## src/rtl/eba_seq_ctrl.sv

```systemverilog
// Byte-serial sequencer driving an external 8-bit adder for one wide add.
// Optional signed-overflow output is enabled by defining EBA_SEQ_OVF_EN.
module eba_seq_ctrl #(
    parameter int NBYTES = 4
) (
    input  logic                  i_clk,
    input  logic                  i_rst_n,
    input  logic                  i_start,
    input  logic [8*NBYTES-1:0]   i_op_a,
    input  logic [8*NBYTES-1:0]   i_op_b,
    input  logic                  i_op_cin,
    output logic                  o_busy,
    output logic                  o_done,
    output logic [8*NBYTES-1:0]   o_sum,
    output logic                  o_cout,
`ifdef EBA_SEQ_OVF_EN
    output logic                  o_ovf,
`endif
    output logic [7:0]            o_add_a,
    output logic [7:0]            o_add_b,
    output logic                  o_add_cin,
    input  logic [7:0]            i_add_s,
    input  logic                  i_add_cout
);

    localparam int IW = $clog2(NBYTES);
    localparam logic [IW-1:0] LAST = IW'(NBYTES - 1);

    typedef enum logic [1:0] {
        IDLE = 2'd0,
        RUN  = 2'd1,
        DONE = 2'd2
    } state_t;

    state_t                  r_state;
    logic [IW-1:0]           r_idx;
    logic                    r_carry;
    logic [NBYTES-1:0][7:0]  r_a;
    logic [NBYTES-1:0][7:0]  r_b;
    logic [NBYTES-1:0][7:0]  r_sum;
    logic                    r_cout;
    logic                    r_busy;
    logic                    r_done;
    logic                    w_run;

    assign w_run     = (r_state == RUN);
    assign o_add_a   = w_run ? r_a[r_idx] : 8'h00;
    assign o_add_b   = w_run ? r_b[r_idx] : 8'h00;
    assign o_add_cin = w_run ? r_carry : 1'b0;
    assign o_sum     = r_sum;
    assign o_cout    = r_cout;
    assign o_busy    = r_busy;
    assign o_done    = r_done;

    always_ff @(posedge i_clk) begin
        if (!i_rst_n) begin
            r_state <= IDLE;
            r_idx   <= '0;
            r_carry <= 1'b0;
            r_a     <= '0;
            r_b     <= '0;
            r_sum   <= '0;
            r_cout  <= 1'b0;
            r_busy  <= 1'b0;
            r_done  <= 1'b0;
        end else begin
            unique case (r_state)
                IDLE: begin
                    if (i_start) begin
                        r_a     <= i_op_a;
                        r_b     <= i_op_b;
                        r_carry <= i_op_cin;
                        r_idx   <= '0;
                        r_busy  <= 1'b1;
                        r_state <= RUN;
                    end
                end
                RUN: begin
                    r_sum[r_idx] <= i_add_s;
                    r_carry      <= i_add_cout;
                    if (r_idx == LAST) begin
                        // idx parks at 0 rather than stepping past the last byte
                        r_idx   <= '0;
                        r_cout  <= i_add_cout;
                        r_done  <= 1'b1;
                        r_state <= DONE;
                    end else begin
                        r_idx <= r_idx + 1'b1;
                    end
                end
                DONE: begin
                    r_done  <= 1'b0;
                    r_busy  <= 1'b0;
                    r_state <= IDLE;
                end
                default: r_state <= IDLE;
            endcase
        end
    end

`ifdef EBA_SEQ_OVF_EN
    logic r_ovf;
    assign o_ovf = r_ovf;

    always_ff @(posedge i_clk) begin
        if (!i_rst_n) begin
            r_ovf <= 1'b0;
        end else if (w_run && r_idx == LAST) begin
            r_ovf <= (r_a[NBYTES-1][7] == r_b[NBYTES-1][7]) &&
                     (i_add_s[7] != r_a[NBYTES-1][7]);
        end
    end
`endif

endmodule

```

## config.mk

```make
export PLATFORM = sky130hd
export DESIGN_NAME = eba_seq_ctrl
export DESIGN_NICKNAME = d
export VERILOG_FILES = /design/src/rtl/eba_seq_ctrl.sv
export SDC_FILE = /design/constraint.sdc
export NUM_CORES = 1
export LEC_CHECK = 0
export CAP_MARGIN = 10
export CORE_UTILIZATION = 35
export DETAILED_ROUTE_END_ITERATION = 6
export PLACE_DENSITY = 0.67
export SLEW_MARGIN = 0
export SYNTH_ARGS = -nofsm -noshare
export SYNTH_HDL_FRONTEND = slang
export SYNTH_SLANG_ARGS = --single-unit
```

## constraint.sdc

```tcl
create_clock -name i_clk -period 1.85 [get_ports i_clk]
set_clock_uncertainty 0.15 [all_clocks]
set_input_delay 0.37 -clock i_clk [delete_from_list [all_inputs] [get_ports i_clk]]
set_output_delay 0.37 -clock i_clk [all_outputs]
set_load 0.03 [all_outputs]
```

After elaboration in Yosys (flattened, before gate mapping):

Cells that the tools add are included.
W data, S select, Z words.

* magnitude comparators: 2
* eq/ne operators: 5
* mux-type cells: 22
* reduce and logical (&&, ||, !) cells: 11
* $add $sub $neg: 1

Operator list (count)
* $mux W8: 5
* $bmux W8 S2: 2
* $bwmux W32: 1
* $demux W8 S2: 1
* $reduce_and A2 Y1: 6
* $mux W2: 4
* $pmux W2 S2: 2
* $pmux W1 S2: 3
* $reduce_bool A2 Y1: 3
* $eq A2 B2 Y1 const B: 2
* $mux W1: 4
* $lt A2 B3 Y1 const B: 1
* $add A2 B1 Y2 const B: 1
* $eq A2 B1 Y1 const B: 1
* $ge A2 B1 Y1 const B: 1
* $logic_not A2 Y1: 1
* $ne A2 B1 Y1 const B: 1
* $ne A2 B2 Y1 const B: 1
* $logic_and A1 B1 Y1: 1

* register bits: 104
* output and inout bits: 52
* input bits: 77

Logic depth before layout (Yosys ltp):

Gate-level depths: netlist of the first run.

* depth after elaboration: 5
* gate-level depth with buffers: 8
* depth with buffers taken out: 5

Worst setup path after synthesis of the first run:

No wires, ideal clock.

* kind: register -> register
* from: reg r_idx[0]
* to: reg r_sum, in the netlist o_sum[0]
* clock period less this slack: 1.940 ns
* path slack: -0.090 ns
* cell stages (with the launch flop): 9
* library setup time: 0.076 ns
* arrival time: 1.715 ns
* data required time: 1.624 ns
* buffers on the path: 3
* cell sequence: dfxtp_1 > buf_2 > buf_2 > inv_1 > ha_1 > clkbuf_1 > nand3b_1 > nand2_1 > a21boi_0

* cells in the longest elaborated chain, start to end: 5

RTL lines
* start: declaration: line 36 `logic [IW-1:0] r_idx;`
* start signal: assignment: line 88 `r_idx <= r_idx + 1'b1;`
* $lt A2 B3 Y1 (implied by the code) / $ge A2 B1 Y1 (equally long branches): line 79 `r_sum[r_idx] <= i_add_s;`
* $logic_and A1 B1 Y1 (implied by the code): line 79
* $mux W8 (implied by the code): line 79
* $demux W8 S2 (*): line 79
* $bwmux W32 (*): line 79
* end signal: indexed assignment: line 79
* end: declaration: line 40 `logic [NBYTES-1:0][7:0] r_sum;`

Mark *: on every way between the ends. The rest lies on a longest branch, timed or not.
A chain may end at the register's enable or synchronous reset.

Worst setup path in the final report of the first run:

* from: reg r_idx[0]
* to: out o_add_a[1]

* cells in the longest elaborated chain, start to end: 3

RTL lines
* $bmux W8 S2: line 47 `assign o_add_a = w_run ? r_a[r_idx] : 8'h00;`
* $mux W8 (implied by the code): line 47
* $mux W8: line 47
* end: declaration: line 19 `output logic [7:0] o_add_a,`

No other way between the ends. The select of a mux whose other input is x is not followed.

==> run summary, run 1 <==
The switching share of power is 0.236, and the post-detailed-route count of antenna-violating nets is 0. Yosys printed 0 warnings. Of all nets on the critical path, the largest fanout is 5. The clock latency on the worst-skew pair was 330 ps. The post-synthesis cell type count was 26; the number of detailed-route iterations in the first pass was 4.

In this run the power density over the cells is 784 mW/mm^2. The number of ports placed on the die boundary came out at 129. The post-route minimum period was 2150 ps.

The number of clock buffers added by TritonCTS is 9. The kind of critical path is flip-flop to output pin. After detailed routing, the number of remaining DRC violations is 0. Busiest layer in global routing: met2. Summing all placed instances gives a cell area of 0.00608 sq mm. The combinational share of power was 0.161; the number of input and output port buffers inserted was 128. The timing-limited maximum frequency is 465 MHz. The clock passes through at most 2 buffers. The initial cell density of the core came out at 0.366. The net count of the finished layout is 709.

Fraction of synthesis flops using an asynchronous set or reset pin: 0. The first global-routing pass estimated 18.6 mm of wire. Setup repair after global routing could not meet its margin everywhere. The logs give 8.58 mm for the half-perimeter wire length after detailed placement and 0.716 for the headroom to the max-slew limit. The number of diodes was 0; the maximum level of the CTS H-tree was 3. The type of element launching the critical path was a flip-flop.

Max-cap violations in this run came to 0. The number of hold buffers added after CTS was 0. Sorting the synthesized cells by area gives the leading types as dfxtp_1, nand2_1, a21boi_0. The final cycle utilization of the critical path came out at 1.16. The area growth from synthesis to layout works out to 42.9%. The final reports fail on negative setup slack. The number of antenna violations at the first check in global routing is 0. The synthesized design contains 0 enable-type register cells.

nand2_1 is the most common cell in the netlist. The final routed wire length divided by cell count works out to 14.6 microns. The logs give 0 for the number of slew-limit violations in the final report and 0.478 for the relative contribution of sequential cells to total power. Dividing the detail-routed via count by the number of cells gives 4.81. For the setup slack after layout, the log shows -298 ps.

The tightest min-delay check is of the flip-flop to flip-flop type. Setup violations remaining at the end of the flow were counted as 16. TritonCTS built the clock tree.

The logs give 0.329 for the fraction of met2 tracks used by global routing and 5.03 mW for the total power after layout. The run gives 0.182 as the aggregate global-route resource usage. The global routing met1 resource utilization was 0.213; the proportion of netlist area held by the largest area contributor was 0.464. Synthesis produced a netlist with a net count of 584. Nature of the critical path endpoint: an output pin. For this run the aggregate overflow at the end of global routing stands at 0.

The launching element of the worst setup path is r_idx[0]. The worst path arrival time is 1630 ps, and the placeable core region is 0.0123 sq mm. The actual transition at the worst max-transition pin was 424 ps.

The worst hold path begins at r_b[22]. Global placement routability congestion: 0.758. The number of global-route vias before repair is 3,784, and the total net switching power is 1.19 mW. The fraction of layout instances using a drive strength above 1 is 0.151, and the sequential-to-total area share from yosys stat is 0.464. The source of the worst register-to-register timing path is r_idx[0]. The run finished, with violations left. The clock network fraction of design power was 0.361; the critical path's largest stage delay was 510 ps. The tools report the met3 demand-to-capacity share in global routing as 0.0395. By count the netlist is led by nand2_1, dfxtp_1, a21boi_0. The synthesized netlist occupies a cell area of 0.00449 sq mm. The number of DRC markers in iteration 0 was 255. The root buffer cell chosen for the clock tree is clkbuf_16. In this run the static leakage power is 2.52 nW. Cell with the largest stage delay on the worst path: mux4_2. For the clock net sink count, the log shows 104. For this run, the leading register cell type out of synthesis is dfxtp_1. Traced cell by cell, the critical path runs through buf_8 > mux4_2 > and2_4 > buf_6. After clock tree synthesis, the clock-pin slew on the worst setup and hold paths is 70 ps. The via count is 3,841. The internal power consumption is 3.84 mW, and the flip-flop and latch count after synthesis is 104.

At the worst endpoint, the required time is 1330 ps. Entering global routing, the biggest net connects 38 pins. A synthesized cell averages 8.92 sq um. The die extent in x was 115 microns. The run gives 0 as the number of post-CTS setup repair buffers. The largest total area in the synthesized netlist belongs to dfxtp_1. The final layout contains routed wiring with a total length of 11.6 mm. The y dimension of the die is 115 microns. VDD sags by at most 444 uV. Row generation in the floorplan step produced 40 rows.

The tools report the full die area as 0.0133 sq mm. The final number of hold-violating endpoints was 0; the gate count after technology mapping was 503. The finished cells cover 0.00641 sq mm.
power by group through the flow:
stage	sequential (mW)	combinational, mW	clock [mW]
after floorplan	2.47	0.394	0
after global placement	2.45	0.787	0
after detailed placement	2.46	0.803	0
after CTS	2.41	0.815	1.87
after global routing	2.42	0.881	1.96
final	2.41	0.811	1.81
registers in the layout, summed over array words and instances, names as in the netlist:
name     count
o_done       1
o_cout       1
r_b         32
o_sum       32
o_busy       1
r_idx        2
r_state      2
r_carry      1
r_a         32
layout by cell type, fill, tap and decap left out:
cell and instances:
a21oi_1 2, nor2_1 2, nor2_4 1, a21boi_0 69, or3b_4 1, and2_4 16
clkbuf_1 2, clkbuf_16 9, ha_1 4, a22oi_1 1, nand3_1 34, mux4_2 16
dfxtp_4 2, nor2b_1 1, buf_2 1, dfxtp_1 102, nor2b_4 1, and2_1 1
bufinv_16 1, buf_4 17, dlygate4sd2_1 35, nor3b_2 1, o21ai_0 1, buf_8 1
nand2b_1 1, nand2b_4 1, clkdlybuf4s50_1 75, buf_6 17, clkbuf_8 1, a21boi_1 30
inv_1 4, nand3b_1 4, o221ai_1 1, o21bai_1 1, and3_1 1, nand2_1 164
buf_12 9
repair_timing:
item,in CTS,in global routing
resized for setup,169,5
setup endpoints to repair,52,25
cloned,0,0
pin swaps,17,0
through the flow:
step | std cells | hold WS [ps] | utilization | TNS [ps] | worst slack, ps
floorplan | 503 | 281 | - | 0 | 1.60
global placement | 785 | 290 | 0.496 | -19990 | -440
detailed placement | 785 | 296 | 0.496 | -21900 | -471
CTS | 798 | 304 | 0.522 | -4850 | -324
global route | 798 | 320 | 0.523 | -5340 | -359
finish | 798 | 302 | 0.523 | -4310 | -298
worst max-delay path, delay by kind of cell (launching register included):
family        cells  cell delay, ps
mux               1             510
flops             1             370
buf+inv           2             260
simple gates      1             160
kinds of logic after synthesis:
kind of cell,after synthesis,share of synthesized area
AOI/OAI and AO/OA,105,0.174
adders and majority gates,4,0.0112
muxes,16,0.0803
buffers and inverters,45,0.0516
and+or+nand+nor,229,0.219
DFF,104,0.464
worst paths after layout:
| check | slack, ps | depth (start not counted) | endpoint |
|---|---|---|---|
| max | -300 | 4 | o_add_a[1] |
| min | 300 | 2 | r_b[22] |
| max reg2reg | 160 | 6 | o_sum[17] |
| min reg2reg | 300 | 2 | r_b[22] |
cell type report:
class	count	area [sq um]
Clock inverter	1	30.0
Clock buffer	12	246
Timing Repair Buffer	155	1580
Tap cell	168	210
Sequential cell	104	2090
Inverter	4	15.0
Fill cell	1173	5850
Multi-Input combinational cell	354	2240
per-layer routing:
metal  part of all wire  wire length [microns]
met2               0.50                   5870
met5                  0                      0
met4              0.013                    151
met3              0.052                    606
met1               0.43                   5010
Power figures use the tool's default switching activity.
==> run 2, diff against run 1 <==
Settings changed: TNS_END_PERCENT set to 100.
==> results of run 2 <==
The final DEF is identical to that of run 1; final timing and power are the same.
